`config.mk`:
```
export PLATFORM = sky130hd
export DESIGN_NAME = pattern_sequencer
export DESIGN_NICKNAME = d
export VERILOG_FILES = /design/src/rtl/pattern_sequencer.sv
export SDC_FILE = /design/constraint.sdc
export NUM_CORES = 1
export LEC_CHECK = 0
export CAP_MARGIN = 10
export CORE_ASPECT_RATIO = 1.2
export CORE_MARGIN = 1.5
export CORE_UTILIZATION = 59
export DETAILED_ROUTE_END_ITERATION = 10
export PLACE_DENSITY = 0.8
export RECOVER_POWER = 50
export SETUP_SLACK_MARGIN = 0.15
export SLEW_MARGIN = 20
export SYNTH_ARGS = -nofsm -noshare
export SYNTH_HDL_FRONTEND = slang
export SYNTH_SLANG_ARGS = --single-unit
```
`constraint.sdc`:
```
create_clock -name CLK -period 2.9 [get_ports CLK]
set_input_delay 0.435 -clock CLK [delete_from_list [all_inputs] [get_ports CLK]]
set_output_delay 0.435 -clock CLK [all_outputs]
set_load 0.05 [all_outputs]
```
`src/rtl/pattern_sequencer.sv`:
```
// pattern_sequencer: run controller for the 7-seg fidget patterns.
// Turns debounced button pulses into run/pause/speed control and produces
// the step tick, the active pattern index and a one-cycle pattern reset on
// every pattern switch.
// Optional feature: define AUTO_CYCLE_EN to auto-advance to the next pattern
// after LAPS completed laps (pat_done pulses) of the current one.
module pattern_sequencer #(
    parameter int  NUM_PATTERNS = 4,
    parameter int  DIV_BASE     = 3_125_000,
    parameter int  INIT_SPEED   = 2,
    parameter int  LAPS         = 3,
    localparam int SW           = $clog2(NUM_PATTERNS)
) (
    input  logic          CLK,
    input  logic          RST_N,
    input  logic          btn_next,
    input  logic          btn_pause,
    input  logic          btn_speed,
    input  logic          pat_done,
    output logic          step_en,
    output logic [SW-1:0] pat_sel,
    output logic          pat_rst,
    output logic [1:0]    speed,
    output logic          blank,
    output logic          running
);

    // Prescaler is sized for the slowest speed (DIV_BASE << 3).
    localparam int              PW        = $clog2(DIV_BASE * 8);
    localparam logic [PW-1:0]   TERM0     = PW'(DIV_BASE - 1);
    localparam logic [PW-1:0]   TERM1     = PW'(DIV_BASE * 2 - 1);
    localparam logic [PW-1:0]   TERM2     = PW'(DIV_BASE * 4 - 1);
    localparam logic [PW-1:0]   TERM3     = PW'(DIV_BASE * 8 - 1);
    localparam logic [SW-1:0]   LAST_SEL  = SW'(NUM_PATTERNS - 1);
    localparam logic [1:0]      SPEED_RST = 2'(INIT_SPEED);

    typedef enum logic [1:0] {
        S_IDLE,
        S_LOAD,
        S_RUN,
        S_PAUSE
    } state_e;

    state_e        state_q, state_d;
    logic [SW-1:0] sel_q, sel_d;
    logic [1:0]    speed_q, speed_d;
    logic [PW-1:0] pres_q, pres_d;
    logic          step_q, step_d;
    logic          pat_rst_q, blank_q, running_q;
    logic [PW-1:0] term;
    logic [SW-1:0] sel_next;
    logic          auto_adv;
    logic          advance;

`ifdef AUTO_CYCLE_EN
    localparam int LW = $clog2(LAPS + 1);
    logic [LW-1:0] lap_q, lap_d;

    // The final lap behaves exactly like a btn_next press from RUN.
    assign auto_adv = (state_q == S_RUN) && pat_done && (lap_q == LW'(LAPS - 1));

    // Lap count: advances on pat_done in RUN, holds in PAUSE, clears on any switch.
    always_comb begin
        lap_d = lap_q;
        if (state_d == S_LOAD) begin
            lap_d = '0;
        end else if ((state_q == S_RUN) && pat_done) begin
            lap_d = lap_q + LW'(1);
        end
    end

    // Lap counter register.
    always_ff @(posedge CLK) begin
        if (!RST_N) begin
            lap_q <= '0;
        end else begin
            lap_q <= lap_d;
        end
    end
`else
    logic unused_pat_done;

    assign auto_adv        = 1'b0;
    assign unused_pat_done = pat_done & (LAPS > 0);
`endif

    // Terminal count of the prescaler for the current speed level.
    always_comb begin
        case (speed_q)
            2'd0:    term = TERM0;
            2'd1:    term = TERM1;
            2'd2:    term = TERM2;
            default: term = TERM3;
        endcase
    end

    assign sel_next = (sel_q == LAST_SEL) ? '0 : sel_q + SW'(1);
    assign advance  = btn_next || auto_adv;

    // Next-state, pattern index, speed and prescaler; buttons resolved by priority.
    always_comb begin
        // NOTE: every signal assigned here gets a default first, so no path infers a latch.
        state_d = state_q;
        sel_d   = sel_q;
        speed_d = speed_q;
        pres_d  = pres_q;
        step_d  = 1'b0;
        case (state_q)
            S_IDLE: begin
                if (btn_next || btn_pause) begin
                    state_d = S_LOAD;
                end else if (btn_speed) begin
                    speed_d = speed_q + 2'd1;
                    pres_d  = '0;
                end
            end
            S_LOAD: begin
                // LOAD is the prescaler's count-0 cycle, so the first tick
                // lands DIV_BASE<<speed cycles after it.
                state_d = S_RUN;
                pres_d  = pres_q + PW'(1);
            end
            S_RUN: begin
                if (advance) begin
                    state_d = S_LOAD;
                    sel_d   = sel_next;
                end else begin
                    if (btn_pause) begin
                        state_d = S_PAUSE;
                    end
                    if (btn_speed) begin
                        speed_d = speed_q + 2'd1;
                        pres_d  = '0;
                    end else if (pres_q == term) begin
                        // Pausing on the terminal count holds it, so the tick
                        // is issued right after resume instead of being lost.
                        if (!btn_pause) begin
                            pres_d = '0;
                            step_d = 1'b1;
                        end
                    end else begin
                        pres_d = pres_q + PW'(1);
                    end
                end
            end
            S_PAUSE: begin
                if (btn_next) begin
                    state_d = S_LOAD;
                    sel_d   = sel_next;
                end else begin
                    if (btn_pause) begin
                        state_d = S_RUN;
                    end
                    if (btn_speed) begin
                        speed_d = speed_q + 2'd1;
                        pres_d  = '0;
                    end
                end
            end
            default: state_d = S_IDLE;
        endcase
        if (state_d == S_LOAD) begin
            pres_d = '0;
        end
    end

    // State and registered outputs; outputs are decoded from the next state.
    always_ff @(posedge CLK) begin
        // NOTE: sequential state uses non-blocking assignments only.
        if (!RST_N) begin
            state_q   <= S_IDLE;
            sel_q     <= '0;
            speed_q   <= SPEED_RST;
            pres_q    <= '0;
            step_q    <= 1'b0;
            pat_rst_q <= 1'b0;
            blank_q   <= 1'b1;
            running_q <= 1'b0;
        end else begin
            state_q   <= state_d;
            sel_q     <= sel_d;
            speed_q   <= speed_d;
            pres_q    <= pres_d;
            step_q    <= step_d;
            pat_rst_q <= (state_d == S_LOAD);
            blank_q   <= (state_d == S_IDLE);
            running_q <= (state_d == S_RUN);
        end
    end

    assign step_en = step_q;
    assign pat_sel = sel_q;
    assign pat_rst = pat_rst_q;
    assign speed   = speed_q;
    assign blank   = blank_q;
    assign running = running_q;

endmodule

```
# Yosys cells after proc, flatten, opt, wreduce, memory -nomap -nowiden

Index checks and enable logic that the tools add are counted.

Word-level logic and storage cells: 60
Flip-flop bits (word level): 35
Bits of input ports: 6
Output and inout port bits: 8

Bitwise gates (word level): 3
Reduce and logical (&&, ||, !) cells: 11
Eq/ne operators: 14
$add $sub $neg: 3
Muxes and demuxes: 21

Operators by type and width:

| kind                                                                  | number |
|---|---|
| 25-bit 2-to-1 mux                                                     | 7 |
| 25-bit one-hot mux with 4 select lines                                | 1 |
| 25-bit one-hot mux with 3 select lines                                | 1 |
| 25-bit by 1-bit adder with 25-bit output, second input constant       | 1 |
| 25-bit equality test                                                  | 1 |
| 2-bit 2-to-1 mux                                                      | 9 |
| 2-bit equality test, second input constant                            | 5 |
| 2-bit inequality test, second input constant                          | 4 |
| 2-bit one-hot mux with 4 select lines                                 | 1 |
| 2-bit by 1-bit equality test with 1-bit output, second input constant | 3 |
| 2-bit zero test                                                       | 3 |
| 5-bit OR reduction                                                    | 1 |
| 2-bit by 1-bit adder with 2-bit output, second input constant         | 2 |
| 4-bit inequality test, second input constant                          | 1 |
| 2-bit one-hot mux with 2 select lines                                 | 1 |
| 4-bit AND reduction                                                   | 1 |
| 2-bit OR reduction                                                    | 2 |
| 1-bit inverter                                                        | 3 |
| 3-bit AND reduction                                                   | 1 |
| 2-bit AND reduction                                                   | 1 |
| 2-bit nonzero test                                                    | 1 |
| 1-bit logical OR                                                      | 1 |
| 1-bit 2-to-1 mux                                                      | 1 |

# Depth between registers and ports, before layout

Gate-level depths: netlist of run 1.

Depth after elaboration: 7
Depth in mapped cells: 10
Gate-level depth less buffers: 9

# Worst setup path before layout of run 1

OpenSTA, ideal clock, no wires.

Path kind: reg2reg
Start: reg speed_q[0], in the netlist speed[0]
End: reg pres_q[11]
Data arrival time: 2.760 ns
Required time: 2.785 ns
Stages on the path, launching flop included: 11
Path buffers: 1
Path slack: 0.024 ns
Clock period less this slack: 2.876 ns
Setup time: 0.115 ns
Path through: dfxtp_1 > inv_1 > ha_1 > nand4bb_1 > a211o_1 > o311a_1 > o41ai_2 > a21boi_1 > o221ai_4 > buf_6 > nor2_2

Longest elaborated chain between the ends: 7
Elaborated cells between the ends (all ways): 11
Those cells by class: eq/ne (4); mux (5); reduce/logical (2)

RTL lines:

| item                                        | RTL line | source |
|---|---|---|
| start, declared                             | 46       | `logic [1:0] speed_q, speed_d;` |
| start signal, assigned                      | 182      | `speed_q <= speed_d;` |
| 2-bit equality test (tied with other cells) | 89       | `case (speed_q)` |
| 25-bit one-hot mux with 3 select lines *    | 89       |  |
| 25-bit equality test *                      | 134      | `end else if (pres_q == term) begin` |
| 25-bit 2-to-1 mux                           | 134      |  |
| 25-bit 2-to-1 mux                           | 131      | `if (btn_speed) begin` |
| 25-bit 2-to-1 mux                           | 124      | `if (advance) begin` |
| 25-bit one-hot mux with 4 select lines      | 108      | `case (state_q)` |
| end signal, assigned                        | 183      | `pres_q <= pres_d;` |
| end, declared                               | 47       | `logic [PW-1:0] pres_q, pres_d;` |

Mark *: on every way between the ends. The rest lies on a longest branch, timed or not. The select of a mux whose other input is x is not followed.
A chain may end at the register's enable or synchronous reset.

# Final worst setup path of run 1

Start: reg speed_q[0], in the netlist speed[0]
End: reg pres_q[22]

The elaborated chain is that of the path after synthesis.

==> results.json, run 1 <==
{
  "routabilityCongestion": 0.8740,
  "maxCapViolCount": 0,
  "max_slew.worst_pin.slew_ns": 0.5322,
  "clkTransAtPathRegs_ns": 0.07,
  "first_pass_iters": 4,
  "layout_min_cycle_time_ns": 2.631,
  "yosys.area.top_type": "dfxtp_1",
  "ys_warn_count": 0,
  "grt_start_max_net_pins": 26,
  "synth-async-reset-ratio_pct": 0,
  "vias_per_cell": 6.302,
  "power_density_nw_per_um2": 522.7,
  "yosysTopAreaCellShare_pct": 32.60,
  "finalMaxSlewViolations": 0,
  "p_clk_share_pct": 40.4,
  "diodes": 0,
  "cts_hold_buffers": 0,
  "peakVddDrop_mv": 0.3830,
  "yosys-top-cells-area": "dfxtp_1 33%, ha_1 8.1%, xnor2_1 6.5%, nor2_1 3.7%, a211oi_1 2.8%",
  "synthFlopType": "dfxtp_1",
  "cts_tree": "yes",
  "setup_tns_ns": 0,
  "p_int_mw": 0.9404,
  "wire_per_inst_um": 16.06,
  "grt_usage_pct": 26.31,
  "grt_pass1_wl_mm": 8.245,
  "syn-cell-area_um2": 2150,
  "port_buffers": 12,
  "netSwitchingFraction_pct": 28.00,
  "fin_cells": 298,
  "synth_cell_types": 53,
  "avgSynthCellArea_um2": 8.810,
  "hold_class": "reg2reg",
  "cts_buffer_depth": 2,
  "dr_total_vias": 1878,
  "overflow": 0,
  "core-area_um2": 3425,
  "ant_nets": 0,
  "r2r_start": "speed[0]",
  "cts_root_buf": "clkbuf_8",
  "slew-limit-headroom_pct": 63.60,
  "crit_type": "reg2reg",
  "cts.sinks": 35,
  "switching_power_mw": 0.3657,
  "seqPwrFrac_pct": 39.2,
  "outcome": "finished, final reports clean",
  "syn_nets": 264,
  "path_max_fanout": 25,
  "max_freq_mhz": 380.0,
  "drt_iter0_markers": 98,
  "area_growth_pct": 16.24,
  "remaining_drc_errors": 0,
  "synth_edf_count": 0,
  "synthTopCellsByCount": "35 x dfxtp_1, 21 x nor2_1, 16 x xnor2_1",
  "grt_setup_unrepaired": "no",
  "rr_worst_depth": 9,
  "crit_path_end": "pres_q[22]",
  "hpwl_mm": 3.430,
  "cts_buffers": 5,
  "clk_latency_ns": 0.29,
  "initial_core_util_pct": 62.77,
  "die_h_um": 69.12,
  "routed_wl_mm": 4.786,
  "synth-seq-cells": 35,
  "combPwrFrac_pct": 20.4,
  "core.rowCount": 23,
  "drive_gt1_share_pct": 15.33,
  "crit_arrival_ns": 2.83,
  "cp-end-kind": "register",
  "dpl.cell_count": 289,
  "clock_skew_ns": 0.004064,
  "synthCells": 244,
  "ys_seq_area_share_pct": 32.60,
  "grt_pass1_vias": 1855,
  "antenna_found_initial": 0,
  "fp.dieArea_um2": 4016,
  "timing.final.crit_share_pct": 90.73,
  "cts-htree-levels": 2,
  "fin_nets": 280,
  "leakagePower_nw": 0.8414,
  "cp-start-kind": "register",
  "ioPinCount": 14,
  "cp-startpoint": "speed[0]",
  "hold_violations": 0,
  "rrSetupSlack_ns": 0.27,
  "synth_most_common_cell": "dfxtp_1",
  "setup_viol": 0,
  "crit_required_ns": 3.10,
  "rr_endpoint": "pres_q[22]",
  "die_width_um": 58.10
}
[critical path, stage by stage (launching register included)]
cell and delay [ns]:
dfxtp_4 0.38, ha_1 0.28, a2bb2oi_2 0.16, nand4b_1 0.10
or4_4 0.56, nor4_4 0.35, a21o_4 0.19, o221ai_4 0.12
buf_12 0.19, a311oi_2 0.20
[kinds of logic after synthesis]
| logic type | count (synthesis) | synth area share [%] |
|---|---|---|
| AO/OA/AOI/OAI | 48 | 17.11 |
| XOR/XNOR | 18 | 7.334 |
| adder cells (fa/ha/maj) | 14 | 8.149 |
| buffers and inverters | 20 | 4.482 |
| flip-flops | 35 | 32.60 |
| multiplexers | 5 | 2.328 |
| AND/OR/NAND/NOR | 104 | 28.00 |
[stage by stage]
step	utilization (%)	power, mW	hold WS (ns)	setup WS (ns)	area [um2]
after floorplan	-	0.7089	0.4711	0.2648	2152
after global placement	67.67	0.7778	0.4864	0.3180	2317
after detailed placement	67.67	0.7844	0.5008	0.2400	2317
after CTS	71.79	1.312	0.5128	0.2058	2459
after global routing	72.96	1.364	0.5426	0.09043	2499
final	72.96	1.306	0.5075	0.2688	2499
[sequential cells by signal (all words and copies together) (netlist names)]
name	count
running	1
step_en	1
speed	2
pat_sel	2
pat_rst	1
pres_q	25
blank	1
state_q	2
[timing repair]
action | CTS | global route
pin swaps | 0 | 2
gates resized for setup | 1 | 9
setup endpoints to repair | 1 | 25
cloned | 0 | 0
buffers inserted | 0 | 1
[power by group through the flow]
stage	clock network (mW)	registers, mW	logic [mW]
6_report	0.528	0.512	0.266
5_1_grt	0.562	0.514	0.288
4_1_cts	0.537	0.511	0.263
3_5_place_dp	0	0.523	0.262
3_3_place_gp	0	0.522	0.256
2_1_floorplan	0	0.559	0.150
[routing by layer]
| layer | vias to the layer above | global-route usage [%] | part of all wire (%) |
|---|---|---|---|
| met5 | - | 0 | 0 |
| met4 | 0 | 14.21 | 3.1 |
| met3 | 13 | 5.066 | 4.3 |
| met2 | 47 | 44.95 | 52 |
| met1 | 905 | 29.93 | 41 |
| li1 | 913 | - | - |
[worst min-delay path by stage]
stage,from,to,slack [ns],depth (start not counted)
2_1_floorplan,pres_q[24],pres_q[24],0.47,2
3_3_place_gp,pres_q[24],pres_q[24],0.49,2
3_5_place_dp,pres_q[24],pres_q[24],0.50,2
4_1_cts,pres_q[24],pres_q[24],0.51,2
5_1_grt,pres_q[24],pres_q[24],0.54,2
6_report,pres_q[24],pres_q[24],0.51,2
[layout make-up]
class / count / area (um2)
multi-input cells: 189 / 1384
clock buffers: 5 / 68.82
well taps: 37 / 46.29
fillers: 269 / 925.9
inverters: 10 / 37.54
repair buffers: 19 / 188.9
clock inverters: 3 / 67.56
flip-flops and latches: 35 / 705.7
[placed cells by master, fill, tap and decap left out, types with 7 or more instances in the layout]
cell type and n:
dfxtp_1 33, nor2_1 21, xnor2_1 16, nand2_1 15, ha_1 13, a21oi_1 10
inv_1 9, nand4_1 9, dlygate4sd3_1 9, nand3_1 8, nor2b_1 7, o21ai_0 7
a211oi_1 7, nor2_2 7
Note: power is estimated with default switching activity, not from simulation.
==> run 2: changes to the inputs <==
--- a/config.mk
+++ b/config.mk
@@ -8,9 +8,8 @@
 export CAP_MARGIN = 10
 export CORE_ASPECT_RATIO = 1.2
 export CORE_MARGIN = 1.5
-export CORE_UTILIZATION = 59
+export CORE_UTILIZATION = 31
 export DETAILED_ROUTE_END_ITERATION = 10
-export PLACE_DENSITY = 0.8
 export RECOVER_POWER = 50
 export SETUP_SLACK_MARGIN = 0.15
 export SLEW_MARGIN = 20
==> constraint.sdc (replaced) <==
create_clock -name CLK -period 2.9 [get_ports CLK]
set_input_delay 0.58 -clock CLK [delete_from_list [all_inputs] [get_ports CLK]]
set_output_delay 0.58 -clock CLK [all_outputs]
set_load 0.05 [all_outputs]
==> run 2 against run 1 <==
  * Via count down 2.1%
  * Fmax about the same
  * Clock power down 15%
  * Worst hold slack better by 0.012 ns
  * Register-to-register slack about the same
  * Core utilization down 36 points
  * Worst setup slack worse by 0.0014 ns
  * Clock skew up 0.0029 ns
  * Non-clock buffer count up 3
  * Combinational power down 5%
  * Global-route usage down 12 points
  * Routed wire length up 2.1%
  * Largest cell class unchanged
==> results.json, run 2 (synthesized netlist as in run 1, its figures left out) <==
{
  "outcome": "finished, final reports clean",
  "slew-limit-headroom_pct": 57.65,
  "crit_arrival_ns": 2.81,
  "final_cell_mix": "33 x dfxtp_1, 21 x nor2_1, 16 x xnor2_1",
  "hold_violations": 0,
  "cp-end-kind": "register",
  "maxCapViolCount": 0,
  "core-area_um2": 6771,
  "finalMaxSlewViolations": 0,
  "clk_latency_ns": 0.29,
  "routed_wl_mm": 4.886,
  "ioPinCount": 14,
  "cts_buffer_depth": 2,
  "diodes": 0,
  "hold_class": "reg2reg",
  "largest_register_ffs": 25,
  "ant_nets": 0,
  "multi_input_area_um2": 1359,
  "wire_per_inst_um": 13.92,
  "crit_type": "reg2reg",
  "grt_pass1_wl_mm": 8.452,
  "layout_min_cycle_time_ns": 2.633,
  "rrSetupSlack_ns": 0.27,
  "cts.sinks": 35,
  "initial_core_util_pct": 31.74,
  "crit_required_ns": 3.08,
  "die_h_um": 94.22,
  "dp_slack_ns": 0.1914,
  "final.setup.worst_slack_ns": 0.2674,
  "path_max_fanout": 25,
  "max_slew.worst_pin.slew_ns": 0.6253,
  "register_area_um2": 703.2,
  "cts_buffers": 5,
  "max_freq_mhz": 379.8,
  "grt_usage_pct": 14.29,
  "fin_nets": 283,
  "leakagePower_nw": 0.8510,
  "fp.dieArea_um2": 7445,
  "mostFrequentLayoutCell": "dfxtp_1",
  "crit_buf_inv": 2,
  "grt_pass1_vias": 1762,
  "timing.final.crit_share_pct": 90.78,
  "cts_hold_buffers": 0,
  "cts_tree": "yes",
  "slowest_delay_ns": 0.56,
  "core.rowCount": 33,
  "grt_start_max_net_pins": 26,
  "cts-htree-levels": 2,
  "slowest_stage": "or4_4",
  "peakVddDrop_mv": 0.3455,
  "cp_top_family": "compound AO/OA/AOI/OAI gates",
  "drt_iter0_markers": 77,
  "clkTransAtPathRegs_ns": 0.08,
  "path_cells": "inv_1 > ha_1 > a2bb2oi_2 > nand4b_1 > or4_4 > o41ai_2 > a21boi_1 > o221ai_4 > buf_12 > a21oi_1",
  "fin_cells": 351,
  "overflow": 0,
  "drive_gt1_share_pct": 13.64,
  "fillCellCount": 726,
  "clock_skew_ns": 0.006994,
  "setup_tns_ns": 0,
  "remaining_drc_errors": 0,
  "cts_root_buf": "clkbuf_8",
  "setup_viol": 0,
  "vias_per_cell": 5.239,
  "routabilityCongestion": 0.8459,
  "port_buffers": 12,
  "antenna_found_initial": 0,
  "grt_setup_unrepaired": "yes",
  "first_pass_iters": 4,
  "die_width_um": 79.02,
  "power_density_nw_per_um2": 481.7,
  "regMostFlops": "pres_q",
  "dpl.cell_count": 343,
  "dr_total_vias": 1839,
  "area_growth_pct": 17.46,
  "hpwl_mm": 3.558,
  "cp-start-kind": "register"
}
## run 2: cell types whose count changed in the layout (fill, tap and decap cells not counted), sizes merged
cell / before / now
clkbuf: 5 / 6
bufinv: 2 / 1
clkinvlp: 1 / 0
buf: 7 / 9
clkinv: 0 / 2
## run 2: through the flow
stage / total power [mW] / cell area (um2) / hold WS [ns] / util [%]
CTS: 1.233 / 2522 / 0.5155 / 37.25
floorplan: 0.7089 / 2152 / 0.4711 / -
detailed placement: 0.7833 / 2410 / 0.5025 / 35.59
finish: 1.216 / 2525 / 0.5198 / 37.29
global route: 1.280 / 2525 / 0.5392 / 37.29
global placement: 0.7825 / 2410 / 0.4925 / 35.59
## run 2: worst paths after layout
kind,start,end,cells past startpoint
max reg2reg,speed[1],pres_q[15],10
min reg2reg,pres_q[24],pres_q[24],2
min,pres_q[24],pres_q[24],2
max,speed[1],pres_q[15],10
## run 2: where the power goes
part,internal (mW),switching [mW],leakage (nW)
registers,0.497,0.0165,0.283
clock network,0.256,0.192,0.0581
logic,0.0936,0.161,0.510
## run 2: repair_timing
| item | CTS | global route |
|---|---|---|
| setup endpoints to repair | 0 | 23 |
| gates resized for setup | 0 | 2 |
| setup buffers | 0 | 0 |
## run 2: area by class of cell
type | instances | area share [%]
clock inverter | 3 | 1.734
timing repair buffer | 22 | 8.077
multi-input combinational | 189 | 53.82
sequential | 35 | 27.85
tap | 87 | 4.311
inverter | 10 | 1.487
clock buffer | 5 | 2.725
## run 2: tightest hold or removal path, cell delays in order, from the launching register on
cell and delay, ns:
dfxtp_1 0.34, o21ai_0 0.08, a21oi_1 0.06
## run 2: layer usage
metal | global-route usage, % | up-vias | wire length, um
li1 | - | 919 | -
met3 | 2.718 | 9 | 175
met5 | 0 | - | 0
met2 | 24.07 | 41 | 2393
met1 | 18.28 | 870 | 2249
met4 | 4.386 | 0 | 68
